## src/rtl/norm_ctrl.sv

```systemverilog
// Post-add/subtract normalization sequencer for the 24-bit floating-point datapath.
// A raw carry+24-bit mantissa is normalized in bounded left-shift steps. The
// exponent is adjusted to match, and zero, underflow and overflow are flagged.
// Both sides use a valid/ready handshake.

// 24-bit leading-zero priority encoder: returns the count of leading zeros,
// or 23 when no bit is set (the all-zero case is resolved before it matters).
module priencoder (
  input  logic [23:0] encoder_in,
  output logic [5:0]  pe_out
);

  // Highest set bit wins: later loop iterations override earlier ones.
  always_comb begin
    pe_out = 6'd23;
    for (int i = 0; i < 24; i++) begin
      if (encoder_in[i]) begin
        pe_out = 6'(23 - i);
      end
    end
  end

endmodule

// state | meaning
// IDLE  | waiting for an operand, in_ready=1
// EVAL  | one cycle: classify operand (zero/overflow/carry/underflow/normal/shift)
// SHIFT | left-shift by up to SHIFT_STEP bits per cycle until rem reaches 0
// DONE  | result presented with out_valid=1, held until out_ready
module norm_ctrl #(
  parameter int EXP_W      = 8,
  parameter int SHIFT_STEP = 24
) (
  input  logic             clk,
  input  logic             rst,
  input  logic             in_valid,
  output logic             in_ready,
  input  logic [24:0]      in_mant,
  input  logic [EXP_W-1:0] in_exp,
  input  logic             in_sign,
  output logic             out_valid,
  input  logic             out_ready,
  output logic [23:0]      out_mant,
  output logic [EXP_W-1:0] out_exp,
  output logic             out_sign,
  output logic             out_zero,
  output logic             out_uflow,
  output logic             out_oflow,
  output logic             busy
);

  typedef enum logic [1:0] {
    S_IDLE  = 2'd0,
    S_EVAL  = 2'd1,
    S_SHIFT = 2'd2,
    S_DONE  = 2'd3
  } state_t;

  // Exponents at or above this value overflow when the carry bit bumps them.
  localparam logic [EXP_W:0] OFLOW_TH = (EXP_W+1)'((1 << EXP_W) - 2);
  localparam logic [5:0]     STEP_C   = 6'(SHIFT_STEP);

  state_t           r_state, w_nxt_state;
  logic [24:0]      r_mant,  w_nxt_mant;
  logic [EXP_W-1:0] r_exp,   w_nxt_exp;
  logic             r_sign,  w_nxt_sign;
  logic             r_zero,  w_nxt_zero;
  logic             r_uflow, w_nxt_uflow;
  logic             r_oflow, w_nxt_oflow;
  logic [5:0]       r_rem,   w_nxt_rem;

  logic [5:0]       w_lz;
  logic [EXP_W:0]   w_lz_ext;
  logic [EXP_W:0]   w_exp_ext;
  logic [5:0]       w_k;

  priencoder u_pe (
    .encoder_in (r_mant[23:0]),
    .pe_out     (w_lz)
  );

  assign w_lz_ext  = (EXP_W+1)'(w_lz);
  assign w_exp_ext = {1'b0, r_exp};
  assign w_k       = (r_rem < STEP_C) ? r_rem : STEP_C;

  // State and datapath registers; reset discards any in-flight operand.
  always_ff @(posedge clk) begin
    if (rst) begin
      r_state <= S_IDLE;
      r_mant  <= '0;
      r_exp   <= '0;
      r_sign  <= 1'b0;
      r_zero  <= 1'b0;
      r_uflow <= 1'b0;
      r_oflow <= 1'b0;
      r_rem   <= '0;
    end else begin
      r_state <= w_nxt_state;
      r_mant  <= w_nxt_mant;
      r_exp   <= w_nxt_exp;
      r_sign  <= w_nxt_sign;
      r_zero  <= w_nxt_zero;
      r_uflow <= w_nxt_uflow;
      r_oflow <= w_nxt_oflow;
      r_rem   <= w_nxt_rem;
    end
  end

  // Next-state and datapath update; all exponent math is done one bit wider.
  always_comb begin
    w_nxt_state = r_state;
    w_nxt_mant  = r_mant;
    w_nxt_exp   = r_exp;
    w_nxt_sign  = r_sign;
    w_nxt_zero  = r_zero;
    w_nxt_uflow = r_uflow;
    w_nxt_oflow = r_oflow;
    w_nxt_rem   = r_rem;
    case (r_state)
      S_IDLE: begin
        if (in_valid) begin
          w_nxt_state = S_EVAL;
          w_nxt_mant  = in_mant;
          w_nxt_exp   = in_exp;
          w_nxt_sign  = in_sign;
          w_nxt_zero  = 1'b0;
          w_nxt_uflow = 1'b0;
          w_nxt_oflow = 1'b0;
          w_nxt_rem   = '0;
        end
      end
      S_EVAL: begin
        w_nxt_state = S_DONE;
        if (r_mant == 25'd0) begin
          w_nxt_zero = 1'b1;
          w_nxt_exp  = '0;
          w_nxt_sign = 1'b0;
        end else if (r_mant[24] && (w_exp_ext >= OFLOW_TH)) begin
          w_nxt_oflow = 1'b1;
          w_nxt_exp   = '1;
          w_nxt_mant  = '0;
        end else if (r_mant[24]) begin
          w_nxt_mant = {1'b0, r_mant[24:1]};
          w_nxt_exp  = EXP_W'(w_exp_ext + (EXP_W+1)'(1));
        end else if (w_lz_ext >= w_exp_ext) begin
          w_nxt_uflow = 1'b1;
          w_nxt_zero  = 1'b1;
          w_nxt_mant  = '0;
          w_nxt_exp   = '0;
          w_nxt_sign  = 1'b0;
        end else if (w_lz != 6'd0) begin
          w_nxt_rem   = w_lz;
          w_nxt_state = S_SHIFT;
        end
      end
      S_SHIFT: begin
        // Bit 24 is clear on this path and k never exceeds the leading-zero
        // count, so no set bit is shifted out.
        w_nxt_mant = {1'b0, r_mant[23:0] << w_k};
        w_nxt_exp  = EXP_W'(w_exp_ext - (EXP_W+1)'(w_k));
        w_nxt_rem  = r_rem - w_k;
        if (r_rem == w_k) begin
          w_nxt_state = S_DONE;
        end
      end
      S_DONE: begin
        if (out_ready) begin
          w_nxt_state = S_IDLE;
        end
      end
      default: w_nxt_state = S_IDLE;
    endcase
  end

  assign in_ready  = (r_state == S_IDLE);
  assign busy      = (r_state != S_IDLE);
  assign out_valid = (r_state == S_DONE);
  assign out_mant  = r_mant[23:0];
  assign out_exp   = r_exp;
  assign out_sign  = r_sign;
  assign out_zero  = r_zero;
  assign out_uflow = r_uflow;
  assign out_oflow = r_oflow;

endmodule

```

## config.mk

```make
export PLATFORM = sky130hd
export DESIGN_NAME = norm_ctrl
export DESIGN_NICKNAME = d
export VERILOG_FILES = /design/src/rtl/norm_ctrl.sv
export SDC_FILE = /design/constraint.sdc
export NUM_CORES = 1
export LEC_CHECK = 0
export BUFFER_PORTS_ARGS = -buffer_cell sky130_fd_sc_hd__buf_2
export CAP_MARGIN = 20
export CORE_ASPECT_RATIO = 0.5
export CORE_MARGIN = 4
export CORE_UTILIZATION = 61
export CTS_BUF_LIST = sky130_fd_sc_hd__clkbuf_8
export DETAILED_ROUTE_END_ITERATION = 12
export PLACE_DENSITY = 0.93
export SLEW_MARGIN = 10
export SYNTH_ARGS = -nofsm -noshare
export SYNTH_HDL_FRONTEND = slang
export SYNTH_SLANG_ARGS = --single-unit
export TNS_END_PERCENT = 100
```

## constraint.sdc

```tcl
create_clock -name clk -period 5 [get_ports clk]
set_clock_uncertainty 0.05 [all_clocks]
set_input_delay 1 -clock clk [delete_from_list [all_inputs] [get_ports clk]]
set_output_delay 1 -clock clk [all_outputs]
set_load 0.05 [all_outputs]
```

# Word-level counts from Yosys, hierarchy flattened
# Index checks and enable logic that the tools add are counted.
# classes
addsub	3
magnitude_cmp	3
eq_ne	19
shifts	1
n_mux	69
n_reduce_logical	15
# op_table
operator	n
$mux 5	16
$pmux 25 s3	1
$mux 24	3
$mux 25	2
$mux 6	7
$mux 8	5
$logic_not 25->1	1
$pmux 8 s3	1
$shl 24x6->24	1
$mux 1	19
$ne 2x2->1 const B	9
$pmux 6 s3	1
$mux 3	4
$mux 2	5
$ne 3x3->1 const B	3
$reduce_and 3->1	3
$add 8x1->8 const B	1
$ge 6x8->1	1
$ge 8x8->1 const B	1
$pmux 1 s2	4
$pmux 2 s4	1
$reduce_and 4->1	2
$sub 8x6->8	1
$reduce_and 7->1	1
other kinds (15)	17
# totals
ff_bits	45
input_bits	38
elab_cells	119

# Logic depth before layout (Yosys ltp)
# depth
depth_word	30
depth_mapped	15
depth_no_buf	14

# Cells and area by module
# Synthesis repeated with hierarchy kept, for this count alone.
# hier_totals
hier_cells	749
hier_area_um2	5342.6
# modules_own_cells
module	n_inst	cells_per_inst	area_per_inst_um2	seq_area_each_um2
norm_ctrl	1	705	5094.9	900.9
priencoder	1	44	247.7	0.0

# Least setup slack after synthesis
# OpenSTA, ideal clock, no wires.
# synth_path
path_type	register to register
startpoint	register r_mant[8]
endpoint	register r_rem[5]
setup_time_ns	0.115
t_arrival_ns	3.065
t_required_ns	4.835
setup_slack_ns	1.770
path_stages_with_launch	14
path_buffers	1
period_less_slack_ns	3.230
cell_sequence	dfxtp_1 > clkbuf_1 > inv_1 > a2111oi_0 > a21oi_1 > o22a_1 > ha_1 > nand2b_1 > a31oi_1 > o22ai_1 > o41a_1 > nor2b_1 > o21ai_0 > and3_1
# synth_via
elab_chain_len	19
elab_cells_between_ends	23
cone_classes	order compare: 1; eq/ne: 3; mux: 16; reduce/logical: 3
# synth_lines
item	line	source
start: declaration	64	logic [24:0] r_mant, w_nxt_mant;
start signal: assignment	99	r_mant <= w_nxt_mant;
$mux 5 (16 in series)	17	if (encoder_in[i]) begin
$ge 6x8->1 / $reduce_bool 6->1 (equally long branches)	145, 151	
$ne 2x2->1 (no source line)	-	
$reduce_and 7->1 (no source line) *	-	
end signal: assignment	105	r_rem <= w_nxt_rem;
end: declaration	70	logic [5:0] r_rem, w_nxt_rem;
# Every way passes the cells marked *; elsewhere a longest branch is shown, timed or not.
# A chain may end at the register's enable or synchronous reset.

# Final worst setup path
# layout_path
startpoint	register r_mant[11]
endpoint	register r_mant[15]
# layout_via
elab_chain_len	16
elab_cells_between_ends	20
cone_classes	order compare: 1; eq/ne: 2; shift: 1; mux: 14; reduce/logical: 2
# layout_lines
item	line	source
$mux 5 (13 in series)	17	
$ge 6x8->1	145	end else if (w_lz_ext >= w_exp_ext) begin
$ne 4x4->1 (no source line)	-	
$reduce_and 4->1 (no source line)	-	
# Parallel ways exist; a longest one is shown, timed or not.

==> impl_metrics.prom <==
# TYPE chip_impl_metric gauge
chip_impl_metric{name="dieArea",unit="µm²"} 10100
chip_impl_metric{name="synthesis.area",unit="µm²"} 5190
chip_impl_metric{name="syn_avg_cell_area",unit="µm²"} 7.28
chip_impl_metric{name="simple_logic_cell_fraction_of_the_synthesized_area",unit="%"} 22.9
chip_impl_info{name="grt_setup_unrepaired",value="no"} 1
chip_impl_metric{name="r2r_setup_slack",unit="ns"} 0.95
chip_impl_metric{name="clock_path_buffers",unit=""} 2
chip_impl_metric{name="gpl.final_weighted_congestion",unit=""} 1.05
chip_impl_metric{name="synth_sequential_area_ratio",unit="%"} 17.4
chip_impl_info{name="tritoncts_clock_tree",value="yes"} 1
chip_impl_metric{name="post_drt_via_cell_ratio",unit=""} 7.18
chip_impl_metric{name="post_dp_cell_area",unit="µm²"} 5250
chip_impl_metric{name="power.internal",unit="mW"} 1.43
chip_impl_metric{name="yosys.area_share.adder",unit="%"} 4.72
chip_impl_info{name="rr_endpoint",value="r_mant[15]"} 1
chip_impl_metric{name="die_width",unit="µm"} 138
chip_impl_metric{name="grt_antenna_before_repair",unit=""} 0
chip_impl_metric{name="post_synth_xor_area_fraction",unit="%"} 1.18
chip_impl_metric{name="vdd_ir_drop_max",unit="mV"} 0.603
chip_impl_metric{name="total_power",unit="mW"} 3.56
chip_impl_info{name="cp_cell_sequence",value="inv_1, a211oi_1, nor3_1, a211o_1, a21o_1, ha_1, a31oi_1, o221ai_4, o211a_1, nand2_1, a2111oi_0, nor4_1"} 1
chip_impl_metric{name="cts.sink_count",unit=""} 45
chip_impl_metric{name="timing.final.ws_setup",unit="ns"} 0.945
chip_impl_info{name="critical_path_capture_point_type",value="flip-flop"} 1
chip_impl_metric{name="final.period_utilization",unit="%"} 81.1
chip_impl_metric{name="clkSlewWorstSetupHoldPaths",unit="ns"} 0.09
chip_impl_metric{name="cts_resized",unit=""} 0
chip_impl_metric{name="number_of_enable_flip_flop_cells_after_synthesis",unit=""} 0
chip_impl_metric{name="io-pin-count",unit=""} 77
chip_impl_metric{name="p_leak",unit="nW"} 2.09
chip_impl_metric{name="dr.pass1.iters",unit=""} 6
chip_impl_metric{name="area_growth",unit="%"} 2.82
chip_impl_metric{name="sw_frac_of_total",unit="%"} 59.7
chip_impl_metric{name="dpl_worst_slack",unit="ns"} 1.15
chip_impl_info{name="ys.flop_type",value="dfxtp_1"} 1
chip_impl_info{name="clock_tree_root_driver_cell",value="clkbuf_8"} 1
chip_impl_metric{name="tightestPinTransition",unit="ns"} 1.02
chip_impl_metric{name="drc",unit=""} 0
chip_impl_metric{name="clock_tree.htree_level_count",unit=""} 2
chip_impl_info{name="endpoint",value="r_mant[15]"} 1
chip_impl_metric{name="diodes",unit=""} 0
chip_impl_metric{name="worst_slew_margin_rel",unit="%"} 31.7
chip_impl_metric{name="worstSetupPathDepth",unit=""} 12
chip_impl_metric{name="vias",unit=""} 5978
chip_impl_metric{name="final_hold_viol_count",unit=""} 0
chip_impl_metric{name="postSynthCellCount",unit=""} 713
chip_impl_metric{name="place.detailed.instances",unit=""} 825
chip_impl_metric{name="drive_gt1_share",unit="%"} 19.0
chip_impl_metric{name="cap_violations",unit=""} 0
chip_impl_metric{name="critical_path_peak_fanout",unit=""} 21
chip_impl_metric{name="comb_power_share",unit="%"} 72.5
chip_impl_metric{name="antenna_nets_post_route",unit=""} 0
chip_impl_info{name="worstSetupStartpoint",value="r_mant[11]"} 1
chip_impl_metric{name="post_route_setup_tns",unit="ns"} 0
chip_impl_metric{name="drt_wl_total",unit="mm"} 18.5
chip_impl_metric{name="max_freq",unit="MHz"} 247
chip_impl_metric{name="grt_use_total",unit="%"} 35.3
chip_impl_metric{name="number_of_register_bits_inferred_by_synthesis",unit=""} 45
chip_impl_metric{name="powerDensity",unit="nW/µm²"} 667
chip_impl_metric{name="worst_skew_pair.late_latency",unit="ns"} 0.32
chip_impl_metric{name="clk_network_pwr_share",unit="%"} 6.7
chip_impl_metric{name="drt-wirelength-per-cell",unit="µm"} 22.2
chip_impl_metric{name="std_cell_rows",unit=""} 23
chip_impl_metric{name="synthDominantCellAreaShare",unit="%"} 17.4
chip_impl_metric{name="grt_max_degree",unit=""} 58
chip_impl_metric{name="timing.critical_path.arrival",unit="ns"} 4.17
chip_impl_metric{name="yosysUniqueCellTypes",unit=""} 92
chip_impl_metric{name="detailedPlacementHpwl",unit="mm"} 13.1
chip_impl_info{name="critPathSlowestCell",value="o211a_1"} 1
chip_impl_metric{name="synth_compound_gate_area_share",unit="%"} 35.8
chip_impl_metric{name="synth_warnings",unit=""} 0
chip_impl_info{name="post_synth_top_area_cell",value="dfxtp_1"} 1
chip_impl_metric{name="sequentialPowerShare",unit="%"} 20.9
chip_impl_metric{name="grt_pass1_wl",unit="mm"} 28.7
chip_impl_info{name="post_synth_main_area_contributors",value="dfxtp_1 (17%), a21oi_1 (6.7%), nand2_1 (5.2%), ha_1 (4.3%), nor2_1 (4.3%)"} 1
chip_impl_info{name="yosys.cell_count.top_type",value="nand2_1"} 1
chip_impl_metric{name="globalRouteOverflowTotal",unit=""} 0
chip_impl_info{name="netlist_top_cells_count",value="nand2_1 (72), a21oi_1 (69), nor2_1 (59), dfxtp_1 (45), o21ai_0 (39)"} 1
chip_impl_metric{name="drt_iter0_drc",unit=""} 827
chip_impl_metric{name="finalCriticalPeriod",unit="ns"} 4.05
chip_impl_info{name="synth_top_family_by_area",value="compound AO/OA/AOI/OAI gates"} 1
chip_impl_info{name="crit_path_start_kind",value="flip-flop"} 1
chip_impl_metric{name="fp.dieH",unit="µm"} 73.2
chip_impl_metric{name="stdcell_area",unit="µm²"} 5340
chip_impl_metric{name="floorplan.initialDensity",unit="%"} 63.7
chip_impl_metric{name="postLayoutCoreUtil",unit="%"} 65.5
chip_impl_metric{name="place.port_buffers",unit=""} 76
chip_impl_metric{name="slew_violations",unit=""} 0
chip_impl_info{name="criticalPathCategory",value="reg2reg"} 1
chip_impl_metric{name="critical_path.n_buffers_inverters",unit=""} 1
chip_impl_metric{name="core_area",unit="µm²"} 8140
chip_impl_metric{name="hold-worst-slack",unit="ns"} 0.405
chip_impl_info{name="outcome",value="finished, final reports clean"} 1
chip_impl_metric{name="fin_cells",unit=""} 833
chip_impl_metric{name="number_of_global_route_vias_before_repair",unit=""} 5342
chip_impl_metric{name="timing.critical_path.slowest_cell_delay",unit="ns"} 0.62
chip_impl_metric{name="rr_worst_depth",unit=""} 12
chip_impl_metric{name="final_nets",unit=""} 777
chip_impl_metric{name="setup_violations",unit=""} 0
chip_impl_metric{name="synthMuxAreaShare",unit="%"} 5.28
chip_impl_metric{name="critPathRequiredTime",unit="ns"} 5.11
chip_impl_metric{name="cts_inserted_buffers",unit=""} 5
chip_impl_info{name="min_path_type",value="reg2reg"} 1
chip_impl_metric{name="holdBufCountCts",unit=""} 0
chip_impl_metric{name="p_switching",unit="mW"} 2.13
chip_impl_info{name="cpLargestDelayFamily",value="compound AO/OA/AOI/OAI gates"} 1
chip_impl_info{name="regToRegStartpoint",value="r_mant[11]"} 1
chip_impl_metric{name="ys_async_sr_fraction",unit="%"} 0
chip_impl_metric{name="cts_setup_buffers",unit=""} 0
-- cells in the final DEF (no fill, tap or decap), types with 7 or more instances in the layout --
master	netlist	layout
o22ai_1	7	7
or3_1	7	7
a211oi_1	9	9
buf_2	22	76
mux2i_1	15	15
buf_4	29	11
o21ai_0	39	39
o221ai_1	7	7
o211ai_1	18	18
nand2_1	72	72
dfxtp_1	45	45
ha_1	18	17
and3_1	8	8
a221oi_1	11	11
nor3_1	21	21
nand3_1	24	24
mux2_2	7	7
nor2_1	59	59
a31oi_1	11	11
inv_1	22	24
a21oi_1	69	69
-- power by group through the flow --
stage                     clock, mW  combinational [mW]  sequential [mW]
after floorplan                   0                2.12            0.666
after global placement            0                2.43            0.730
after detailed placement          0                2.47            0.735
after CTS                     0.233                2.50            0.726
after global routing          0.249                2.76            0.757
final                         0.237                2.58            0.744
-- sequential cells by signal, summed over array words and instances, names as in the netlist --
signal,count
out_exp,8
out_oflow,1
out_sign,1
out_uflow,1
out_zero,1
r_mant,25
r_rem,6
r_state,2
-- worst reg2reg max path, delay by kind of cell (launching register included) --
kind                     cells  cell delay (ns)
adder cells (fa/ha/maj)      1             0.26
buffers and inverters        1             0.22
AND/OR/NAND/NOR              3             0.45
AO/OA/AOI/OAI                7             2.43
flip-flops                   1             0.50
-- worst min-delay path by stage --
stage	from	end	slack, ns	cells after the start
after global routing	out_oflow	out_oflow	0.43	2
after global placement	out_oflow	out_oflow	0.39	2
after floorplan	r_mant[2]	r_mant[2]	0.44	2
final	out_oflow	out_oflow	0.41	2
after CTS	out_oflow	out_oflow	0.41	2
after detailed placement	out_oflow	out_oflow	0.39	2
-- area by class of cell --
cell class,instances,area [µm²]
multi-input combinational,552,3640
fill,751,2810
sequential,45,901
timing repair buffer,87,463
tap,112,140
inverter,29,109
clock buffer,5,68.8
clock inverter,3,15.0
-- kinds of logic after synthesis --
logic type	Yosys count
xor gates and xnor gates	7
muxes	24
adders and majority gates	19
AOI/OAI and AO/OA	260
DFF	45
and+or+nand+nor	240
buffers and inverters	117
other	1
-- metal layers --
| layer | up-vias | share of wire [%] | GRT usage, % |
|---|---|---|---|
| met2 | 521 | 41 | 53.1 |
| met4 | 0 | 3.7 | 12.8 |
| met5 | - | 0 | 0 |
| met1 | 2722 | 40 | 48.3 |
| li1 | 2665 | - | - |
| met3 | 70 | 15 | 10.5 |
No activity file was read; power rests on OpenSTA's default activity.
